File: config.mk
export PLATFORM = sky130hd
export DESIGN_NAME = act_cfg_loader
export DESIGN_NICKNAME = d
export VERILOG_FILES = /design/src/rtl/act_cfg_loader.sv
export SDC_FILE = /design/constraint.sdc
export NUM_CORES = 1
export LEC_CHECK = 0
export BUFFER_PORTS_ARGS = -buffer_cell sky130_fd_sc_hd__buf_2
export CORE_UTILIZATION = 49
export CTS_BUF_LIST = sky130_fd_sc_hd__clkbuf_16
export DETAILED_ROUTE_END_ITERATION = 6
export HOLD_SLACK_MARGIN = 0.1
export PLACE_DENSITY = 0.74
export SYNTH_ARGS = -nofsm -noshare
export SYNTH_HDL_FRONTEND = slang
export SYNTH_SLANG_ARGS = --single-unit
export TNS_END_PERCENT = 50
File: constraint.sdc
create_clock -name clk -period 1.5 [get_ports clk]
set_input_delay 0.15 -clock clk [delete_from_list [all_inputs] [get_ports clk]]
set_output_delay 0.15 -clock clk [all_outputs]
set_load 0.1 [all_outputs]
File: src/rtl/act_cfg_loader.sv
// act_cfg_loader: writer end of the logic-module configuration chain.
// Accepts configuration words over valid/ready, shifts them MSB first onto
// the scan chain, then strobes cfg_latch so the cells capture the chain.
module act_cfg_loader #(
  parameter int unsigned WORD_W    = 8,
  parameter int unsigned CHAIN_LEN = 32
) (
  input  logic              clk,
  input  logic              rst,
  input  logic              start,
  input  logic              abort,
  input  logic [WORD_W-1:0] word_in,
  input  logic              word_valid,
  output logic              word_ready,
  output logic              cfg_sdo,
  output logic              cfg_shift,
  output logic              cfg_latch,
  output logic              busy,
  output logic              done
);

  localparam int unsigned NWORDS = CHAIN_LEN / WORD_W;
  localparam int unsigned BIT_W  = (WORD_W > 1) ? $clog2(WORD_W) : 1;
  localparam int unsigned WCNT_W = (NWORDS > 1) ? $clog2(NWORDS) : 1;

  localparam logic [BIT_W-1:0]  BIT_LAST  = BIT_W'(WORD_W - 1);
  localparam logic [WCNT_W-1:0] WORD_LAST = WCNT_W'(NWORDS - 1);

  typedef enum logic [2:0] {
    IDLE      = 3'd0,
    WAIT_WORD = 3'd1,
    SHIFT     = 3'd2,
    LATCH     = 3'd3,
    DONE      = 3'd4
  } state_t;

  state_t             state_q, state_d;
  logic [WORD_W-1:0]  sreg_q, sreg_d;
  logic [BIT_W-1:0]   bit_cnt_q, bit_cnt_d;
  logic [WCNT_W-1:0]  word_cnt_q, word_cnt_d;

  // Output values for the next cycle; decoded from next state so the
  // registered outputs are exactly the Moore decode of the state register.
  logic word_ready_d, cfg_sdo_d, cfg_shift_d, cfg_latch_d, busy_d, done_d;

  // State, datapath and output registers.
  always_ff @(posedge clk or posedge rst) begin
    if (rst) begin
      state_q    <= IDLE;
      sreg_q     <= '0;
      bit_cnt_q  <= '0;
      word_cnt_q <= '0;
      word_ready <= 1'b0;
      cfg_sdo    <= 1'b0;
      cfg_shift  <= 1'b0;
      cfg_latch  <= 1'b0;
      busy       <= 1'b0;
      done       <= 1'b0;
    end else begin
      state_q    <= state_d;
      sreg_q     <= sreg_d;
      bit_cnt_q  <= bit_cnt_d;
      word_cnt_q <= word_cnt_d;
      word_ready <= word_ready_d;
      cfg_sdo    <= cfg_sdo_d;
      cfg_shift  <= cfg_shift_d;
      cfg_latch  <= cfg_latch_d;
      busy       <= busy_d;
      done       <= done_d;
    end
  end

  // Next-state, datapath update and output decode.
  always_comb begin
    state_d    = state_q;
    sreg_d     = sreg_q;
    bit_cnt_d  = bit_cnt_q;
    word_cnt_d = word_cnt_q;

    case (state_q)
      IDLE: begin
        if (start && !abort) begin
          state_d    = WAIT_WORD;
          word_cnt_d = '0;
        end
      end
      WAIT_WORD: begin
        if (word_valid) begin
          sreg_d    = word_in;
          bit_cnt_d = '0;
          state_d   = SHIFT;
        end
      end
      SHIFT: begin
        sreg_d    = {sreg_q[WORD_W-2:0], 1'b0};
        bit_cnt_d = bit_cnt_q + 1'b1;
        if (bit_cnt_q == BIT_LAST) begin
          if (word_cnt_q == WORD_LAST) begin
            state_d = LATCH;
          end else begin
            word_cnt_d = word_cnt_q + 1'b1;
            state_d    = WAIT_WORD;
          end
        end
      end
      LATCH:   state_d = DONE;
      DONE:    state_d = IDLE;
      default: state_d = IDLE;
    endcase

    // Abort drops the session; chain contents already shifted stay put.
    if (abort && (state_q != IDLE)) begin
      state_d    = IDLE;
      sreg_d     = '0;
      bit_cnt_d  = '0;
      word_cnt_d = '0;
    end

    word_ready_d = (state_d == WAIT_WORD);
    cfg_shift_d  = (state_d == SHIFT);
    cfg_sdo_d    = (state_d == SHIFT) && sreg_d[WORD_W-1];
    cfg_latch_d  = (state_d == LATCH);
    done_d       = (state_d == DONE);
    busy_d       = (state_d != IDLE);
  end

endmodule
==> results of run 1 <==
## final cells by class
class | count | area (sq um) | area share [%]
tap | 27 | 33.78 | 2.190
clock inverter | 1 | 30.03 | 1.946
multi-input combinational | 67 | 553.0 | 35.85
timing repair buffer | 41 | 266.5 | 17.27
clock buffer | 3 | 75.07 | 4.866
sequential | 22 | 554.3 | 35.93
inverter | 8 | 30.03 | 1.946
## power by group through the flow
stage | registers, mW | logic (mW) | clock network (mW)
final | 0.799 | 0.686 | 0.739
after global routing | 0.812 | 0.741 | 0.778
after CTS | 0.805 | 0.638 | 0.753
after detailed placement | 0.810 | 0.612 | 0
after global placement | 0.798 | 0.588 | 0
after floorplan | 0.915 | 0.328 | 0
## worst paths after layout
| kind | start | endpoint | slack, ps | depth (start not counted) |
|---|---|---|---|---|
| setup / recovery | state_q[1] | word_ready | -100 | 5 |
| hold / removal | word_in[0] | sreg_q[0] | 110 | 2 |
| setup reg to reg | state_q[1] | word_ready | -100 | 5 |
| hold reg to reg | sreg_q[4] | sreg_q[4] | 500 | 2 |
| max in group asynchronous | rst | state_q[0] | 790 | 4 |
| min in group asynchronous | rst | state_q[2] | 470 | 4 |
## flip-flops by register name (all words and copies together), names as in the netlist
| signal | count |
|---|---|
| word_ready | 1 |
| busy | 1 |
| cfg_sdo | 1 |
| cfg_latch | 1 |
| done | 1 |
| bit_cnt_q | 3 |
| state_q | 3 |
| cfg_shift | 1 |
| word_cnt_q | 2 |
| sreg_q | 8 |
## placed cells by master (no fill, tap or decap), types with 2 or more instances in the layout
cell / instances
clkbuf_16: 3
nor3b_2: 2
a22oi_1: 3
and3_1: 2
dfrtp_2: 3
a21oi_2: 4
o21ai_1: 2
inv_1: 8
o21a_1: 2
a22o_1: 3
buf_2: 19
a222oi_1: 3
nand2b_1: 2
dfrtp_1: 19
nor2b_1: 2
nor2_1: 9
buf_4: 20
a21oi_1: 3
nand2_1: 7
mux2i_1: 3
## through the flow
step                power [mW]  setup slack, ps
global placement         1.386           -21.11
finish                   2.224           -97.44
floorplan                1.243            32.95
global route             2.332           -125.2
detailed placement       1.422           -127.4
CTS                      2.196           -52.35
## per-layer routing
| layer | up-vias | GRT usage, % |
|---|---|---|
| met4 | 0 | 5.714 |
| met3 | 3 | 6.481 |
| met2 | 18 | 35.36 |
| met1 | 467 | 26.73 |
| met5 | - | 0 |
| li1 | 452 | - |
## what timing repair did
action                     in CTS  in global routing
hold endpoints to repair       22                  0
gates cloned                    0                  0
gates resized for setup        10                  4
hold buffers                    1                  0
setup endpoints to repair       7                 11
buffers inserted                2                  6
pin swaps                       0                  1
## kinds of logic after synthesis
group                    after synthesis
AND/OR/NAND/NOR                       33
AO/OA/AOI/OAI                         28
flip-flops                            22
buffers and inverters                 13
multiplexers                           3
adder cells (fa/ha/maj)                3
==> results.yml, run 1 <==
run_status:
  status: "finished with violations"
  violations: "setup timing"
routing:
  drt-vias-per-instance: 5.562
  first_iter_violations: 32
  first_pass_iters: 4
  routed_wirelength_mm: 2.542
  ant_nets: 0
  met1Wirelength_mm: 1.116
  via_count: 940
  wl_met3_um: 98
  route.top_layer_used: "met4"
  drcViolationCount: 0
  wl_met2_mm: 1.311
  routedWlPerCell_um: 15.04
sta:
  setup_viol_count_final: 3
  hold_viol: 0
  slew_viol_final: 0
  tightest_slew_ps: 483.4
  setup_tns_ps: -176.8
  fin_crit_ps: 1597
  slew_headroom_pct: 67.99
  finalClockSkew_ps: 5.222
  fmax_mhz: 626.0
  fin_crit_sh_pct: 106.5
  setup_ws_ps: -97.44
  holdWs_ps: 113.3
  rsz0062_at_grt: "yes"
synth:
  ys.flop_type: "dfrtp_1"
  yosysTopAreaCellShare_pct: 49.05
  synth_cell_types: 36
  synthAdderAreaFrac_pct: 3.344
  synth_area_leaders: "dfrtp_1, ha_1, nor2_1, buf_6, a222oi_1"
  synthCells: 102
  syn-cell-area_sq_mm: 0.001122
  synthMuxAreaShare_pct: 2.676
  ys_seq_area_share_pct: 49.05
  yosysMostFrequentCell: "dfrtp_1"
  synth_largest_area_cell: "dfrtp_1"
  synth_simple_gate_area_share_pct: 18.84
  ys_ff_latch: 22
  synth_xor_area_share_pct: 0
  synth_compound_area_share_pct: 19.51
  synthArstFlopShare_pct: 100.0
  yosys-top-cells-count: "dfrtp_1, nor2_1, inv_1, nand2_1, a21oi_1"
  synth_top_family_by_area: "compound AO/OA/AOI/OAI gates"
  yosys_warnings: 0
  synth_fp_nets: 118
  synth-edff-count: 0
  syn_area_per_cell_sq_um: 11.00
global_route:
  grt_max_degree: 23
  antenna_found_initial: 0
  grt_pass1_vias: 838
  grt_pass1_wl_mm: 3.857
  grt_use_total_pct: 21.31
  grt.overflow.total: 0
worst_setup_path:
  critPathMaxStageDelay_ps: 490
  path_delay_family: "simple AND/OR/NAND/NOR gates"
  cp_num_buf_inv: 1
  crit_chain: "buf_4 > nor3b_2 > a211oi_2 > or3b_4 > a21oi_2"
  arrival_ps: 1780
  critPathCaptureType: "register"
  cp.required_ps: 1680
  start_kind: "register"
  slowest_stage: "dfrtp_2"
  worst-path-max-fanout: 10
  critical_path_class: "reg -> reg"
floorplanning:
  rows: 16
  boundaryPins: 19
  die_x_um: 49.86
  dieArea_sq_mm: 0.002486
  core_area_sq_mm: 0.002062
  chipHeight_um: 49.86
  start_util_pct: 54.43
power:
  leakage_nw: 0.7885
  power_density_mw_per_mm2: 1442
  power.switching_mw: 0.6848
  peakVddDrop_uv: 1351
  pwr-share-seq_pct: 35.9
  power_frac_comb_pct: 30.8
  switching_share_pct: 30.79
  p_clk_share_pct: 33.2
  p_int_mw: 1.540
cells_and_area:
  design_area_sq_mm: 0.001543
  nets: 159
  layout-drive-gt1-share_pct: 44.37
  instances_no_fill: 169
  area_growth_pct: 37.46
  utilization_pct: 74.82
  fill_cells: 139
  n_antenna_cell: 0
clocking:
  cts_made_buffers: 3
  clkSinkCount: 22
  clk_pin_slew_ps: 60
  root_buffer: "clkbuf_16"
  clockBufferDepth: 2
  clkLatencyLatePin_ps: 260
  htree_levels: 1
  cts_tree: "yes"
placement:
  dp_cells: 156
  place.gp.congestion: 0.7849
  hpwl_mm: 1.694
  io_buffers: 18
  placedInstanceArea_sq_mm: 0.001308
min_path:
  hold_class: "in -> reg"
flow_run:
  maxCapViolCount: 0
(Power assumes the default switching activity.)
==> run 2, diff against run 1 <==
- CELL_PAD_IN_SITES_DETAIL_PLACEMENT: not set -> 1
- CELL_PAD_IN_SITES_GLOBAL_PLACEMENT: not set -> 1
- CORE_ASPECT_RATIO: not set -> 0.5
- CORE_UTILIZATION: 49 -> 25
- PLACE_DENSITY: 0.74 -> 0.52
==> run 2 against run 1 <==
Compared with the run above:
- the run still ends with setup timing left
- worst setup slack improved by 4.7 ps
- power fell by 3.2%
- combinational power rose by 15%
- sequential power fell by 2%
- critical endpoint unchanged
- largest power group is now combinational cells
- highest routed layer unchanged
==> results.yml, run 2 (synthesized netlist as in run 1, its figures left out) <==
sta:
  holdWs_ps: 107.9
  fmax_mhz: 627.8
  hold_viol: 0
  fin_crit_ps: 1593
  setup_ws_ps: -92.78
  finalClockSkew_ps: 3.690
  rsz0062_at_grt: "yes"
  tightest_slew_ps: 487.5
  slew_headroom_pct: 67.73
  slew_viol_final: 0
  setup_viol_count_final: 5
  fin_crit_sh_pct: 106.2
routing:
  met1Wirelength_mm: 1.403
  first_pass_iters: 5
  wl_met2_mm: 1.393
  routedWlPerCell_um: 14.74
  drcViolationCount: 0
  first_iter_violations: 28
  wl_met3_um: 110
  routed_wirelength_mm: 2.948
  drt-vias-per-instance: 4.810
  route.top_layer_used: "met4"
  via_count: 962
  ant_nets: 0
cells_and_area:
  largest_reg_flops: 8
  reg_top3: "sreg_q (8), bit_cnt_q (3), state_q (3)"
  final_common_cell: "buf_4"
  area_growth_pct: 45.15
  n_antenna_cell: 0
  layout-drive-gt1-share_pct: 47.26
  utilization_pct: 39.70
  largest-register: "sreg_q"
  nets: 163
  final_cell_mix: "buf_4, dfrtp_1, buf_2, inv_1, nor2_1"
  instances_no_fill: 200
run_status:
  status: "finished with violations"
  violations: "setup timing"
power:
  leakage_nw: 0.8049
  total_power_mw: 2.152
  peakVddDrop_uv: 492.4
  power_density_mw_per_mm2: 1321
floorplanning:
  start_util_pct: 27.35
  chipHeight_um: 49.38
  dieArea_sq_mm: 0.004778
  boundaryPins: 19
  die_x_um: 96.76
  rows: 16
  core_area_sq_mm: 0.004104
worst_setup_path:
  start_kind: "register"
  critPathCaptureType: "register"
  slowest_stage: "dfrtp_2"
  cp.required_ps: 1690
  critical_path_class: "reg -> reg"
  worst-path-max-fanout: 5
  critPathMaxStageDelay_ps: 420
  arrival_ps: 1780
  crit_chain: "buf_12 > nor4_2 > a211oi_2 > or3b_4 > a21oi_2"
placement:
  hpwl_mm: 1.923
  io_buffers: 18
  pre_cts_slack_ps: -93.46
  place.gp.congestion: 0.6636
  dp_cells: 186
global_route:
  antenna_found_initial: 0
  grt_max_degree: 23
  grt_pass1_wl_mm: 4.926
  grt.overflow.total: 0
  grt_use_total_pct: 13.49
  grt_pass1_vias: 1034
clocking:
  clkLatencyLatePin_ps: 260
  root_buffer: "clkbuf_16"
  clk_pin_slew_ps: 60
  cts_made_buffers: 3
  clkSinkCount: 22
  cts_tree: "yes"
  htree_levels: 1
  clockBufferDepth: 2
min_path:
  hold_class: "in -> reg"
flow_run:
  maxCapViolCount: 0
## run 2: worst max-delay path, delay by kind of cell (launching register included)
family,cells,cell delay (ps)
AOI/OAI and AO/OA,2,240
DFF,1,420
buffers and inverters,1,140
and+or+nand+nor,2,720
## run 2: area by class of cell
class,instances,area (sq um)
timing repair buffer,45,316.6
tap,54,67.56
multi-input combinational,67,583.1
fill,465,2475
sequential,22,553.0
clock buffer,3,75.07
inverter,8,30.03
clock inverter,1,3.754
## run 2: final timing paths
kind	start	to	slack (ps)	cells past startpoint
min in group asynchronous	rst	sreg_q[4]	470	4
min reg2reg	sreg_q[4]	sreg_q[4]	500	2
max in group asynchronous	rst	state_q[2]	770	4
min	word_in[3]	sreg_q[3]	110	3
max reg2reg	state_q[0]	word_ready	-90	5
max	state_q[0]	word_ready	-90	5
## run 2: what timing repair did
action	CTS	global route
resized for setup	12	9
gates cloned	0	0
endpoints found under the hold margin	22	0
endpoints found under the setup margin	15	20
buffers inserted	6	5
pin swaps	2	8
hold buffers	1	0
## run 2: per-layer routing
layer / up-vias / GRT usage, %
met3: 4 / 5.014
li1: 466 / -
met1: 476 / 16.53
met5: - / 0
met2: 16 / 22.07
met4: 0 / 4.478
## run 2: power by group
group / internal [mW] / switching (mW) / total, mW
combinational: 0.361 / 0.430 / 0.791
sequential: 0.712 / 0.0695 / 0.781
clock: 0.356 / 0.223 / 0.580
## run 2: stage by stage
stage          area [sq um]  TNS [ps]
2_1_floorplan          1122         0
3_3_place_gp           1364    -240.2
3_5_place_dp           1364    -419.5
4_1_cts                1558    -80.03
5_1_grt                1629    -916.2
6_report               1629    -222.8
==> run 3, diff against run 2 <==
==> constraint.sdc (replaced) <==
create_clock -name clk -period 1.5 [get_ports clk]
set_input_delay 0.075 -clock clk [delete_from_list [all_inputs] [get_ports clk]]
set_output_delay 0.075 -clock clk [all_outputs]
set_load 0.1 [all_outputs]
==> run 3 against run 2 <==
Compared with the run above:
- the run still ends with setup timing left
- critical path type unchanged
- routed wire length rose by 0.58%
- largest cell class unchanged
- fmax did not move
- critical endpoint unchanged
- count of clock-buffer cells in the layout stayed put
- critical path depth did not move
- worst setup slack barely moved
- non-clock buffer count up 4
- hold slack improved by 5.0 ps
==> results.yml, run 3 (synthesized netlist as in run 1, its figures left out) <==
sta:
  slew_viol_final: 0
  fmax_mhz: 627.8
  setup_viol_count_final: 4
  tightest_slew_ps: 487.5
  hold_viol: 0
  slew_headroom_pct: 67.73
  setup_ws_ps: -92.78
  finalClockSkew_ps: 3.602
  fin_crit_ps: 1593
  fin_crit_sh_pct: 106.2
  setup_tns_ps: -218.5
  rsz0062_at_grt: "yes"
routing:
  routed_wirelength_mm: 2.965
  routedWlPerCell_um: 14.53
  first_iter_violations: 30
  first_pass_iters: 4
  ant_nets: 0
  drcViolationCount: 0
  drt-vias-per-instance: 4.775
  via_count: 974
worst_setup_path:
  start_kind: "register"
  worst-path-max-fanout: 5
  arrival_ps: 1780
  critPathCaptureType: "register"
  critical_path_class: "reg -> reg"
  cp.required_ps: 1690
cells_and_area:
  final_cell_mix: "buf_4, dfrtp_1, buf_2, inv_1, nor2_1"
  utilization_pct: 40.67
  fill_cells: 464
  final_common_cell: "buf_4"
  largest_reg_flops: 8
  regArea_sq_um: 553.0
  n_antenna_cell: 0
  layout-drive-gt1-share_pct: 46.00
  area_growth_pct: 48.72
  multi_input_area_sq_um: 583.1
  reg_top3: "sreg_q (8), bit_cnt_q (3), state_q (3)"
  largest-register: "sreg_q"
  nets: 167
global_route:
  grt_use_total_pct: 13.62
  grt.overflow.total: 0
  grt_max_degree: 23
  antenna_found_initial: 0
  grt_pass1_wl_mm: 4.974
  grt_pass1_vias: 1056
placement:
  io_buffers: 18
  hpwl_mm: 1.923
  place.gp.congestion: 0.6636
power:
  total_power_mw: 2.161
  leakage_nw: 0.8216
  peakVddDrop_uv: 493.3
  p_int_mw: 1.436
  switching_share_pct: 33.55
  p_clk_share_pct: 26.8
  power.switching_mw: 0.7250
  power_density_mw_per_mm2: 1295
  power_frac_comb_pct: 37.0
  pwr-share-seq_pct: 36.2
clocking:
  clkSinkCount: 22
  clkLatencyLatePin_ps: 260
  clk_pin_slew_ps: 60
  htree_levels: 1
  cts_made_buffers: 3
  clockBufferDepth: 2
  cts_tree: "yes"
  root_buffer: "clkbuf_16"
floorplanning:
  start_util_pct: 27.35
  rows: 16
  chipHeight_um: 49.38
  dieArea_sq_mm: 0.004778
  die_x_um: 96.76
  boundaryPins: 19
  core_area_sq_mm: 0.004104
min_path:
  hold_class: "in -> reg"
flow_run:
  maxCapViolCount: 0
run_status:
  violations: "setup timing"
  status: "finished with violations"
[run 3: cell types whose count changed in the layout (fill, tap and decap cells not counted)]
cell | before | now
dlygate4sd3_1 | 1 | 5
[run 3: power groups by stage]
stage / Clock, mW / Combinational [mW] / Sequential [mW]
after detailed placement: 0 / 0.626 / 0.808
final: 0.580 / 0.800 / 0.781
after floorplan: 0 / 0.328 / 0.915
after global placement: 0 / 0.618 / 0.806
after CTS: 0.594 / 0.728 / 0.796
after global routing: 0.620 / 0.861 / 0.796
[run 3: final timing paths]
check / to / cells past startpoint / slack (ps) / start
min in group asynchronous: sreg_q[4] / 4 / 390 / rst
max in group asynchronous: state_q[2] / 4 / 840 / rst
setup / recovery: word_ready / 5 / -90 / state_q[0]
hold / removal: sreg_q[2] / 3 / 110 / word_in[2]
hold reg to reg: sreg_q[4] / 2 / 500 / sreg_q[4]
setup reg to reg: word_ready / 5 / -90 / state_q[0]
[run 3: metrics by stage]
step | hold slack (ps) | std cells | setup WS (ps) | cell area [sq um]
floorplan | 64.23 | 102 | 32.95 | 1122
detailed placement | 136.6 | 186 | -93.46 | 1364
finish | 113.0 | 204 | -92.78 | 1669
global placement | 130.6 | 186 | -67.83 | 1364
CTS | 116.4 | 201 | -44.43 | 1598
global route | 116.2 | 204 | -154.3 | 1669
[run 3: critical path, cell delays in order, from the launching register on]
cell	delay, ps
dfrtp_2	420
buf_12	140
nor4_2	310
a211oi_2	130
or3b_4	410
a21oi_2	110
[run 3: final cells by class]
class | count | share of cell area (%)
repair buffers | 49 | 21.36
flip-flops and latches | 22 | 33.13
multi-input cells | 67 | 34.93
well taps | 54 | 4.048
clock buffers | 3 | 4.498
clock inverters | 1 | 0.2249
inverters | 8 | 1.799
[run 3: timing repair]
action / in CTS / in global routing
gates resized for setup: 12 / 9
buffers inserted: 6 / 5
setup endpoints to repair: 15 / 20
endpoints found under the hold margin: 26 / 0
pin swaps: 2 / 8
hold buffers: 5 / 0
[run 3: per-layer routing]
layer | part of all wire (%) | wire length [um] | GRT usage (%)
met1 | 47 | 1408 | 16.45
met2 | 47 | 1400 | 22.65
met3 | 3.8 | 114 | 5.014
met4 | 1.4 | 41 | 4.478
met5 | 0 | 0 | 0
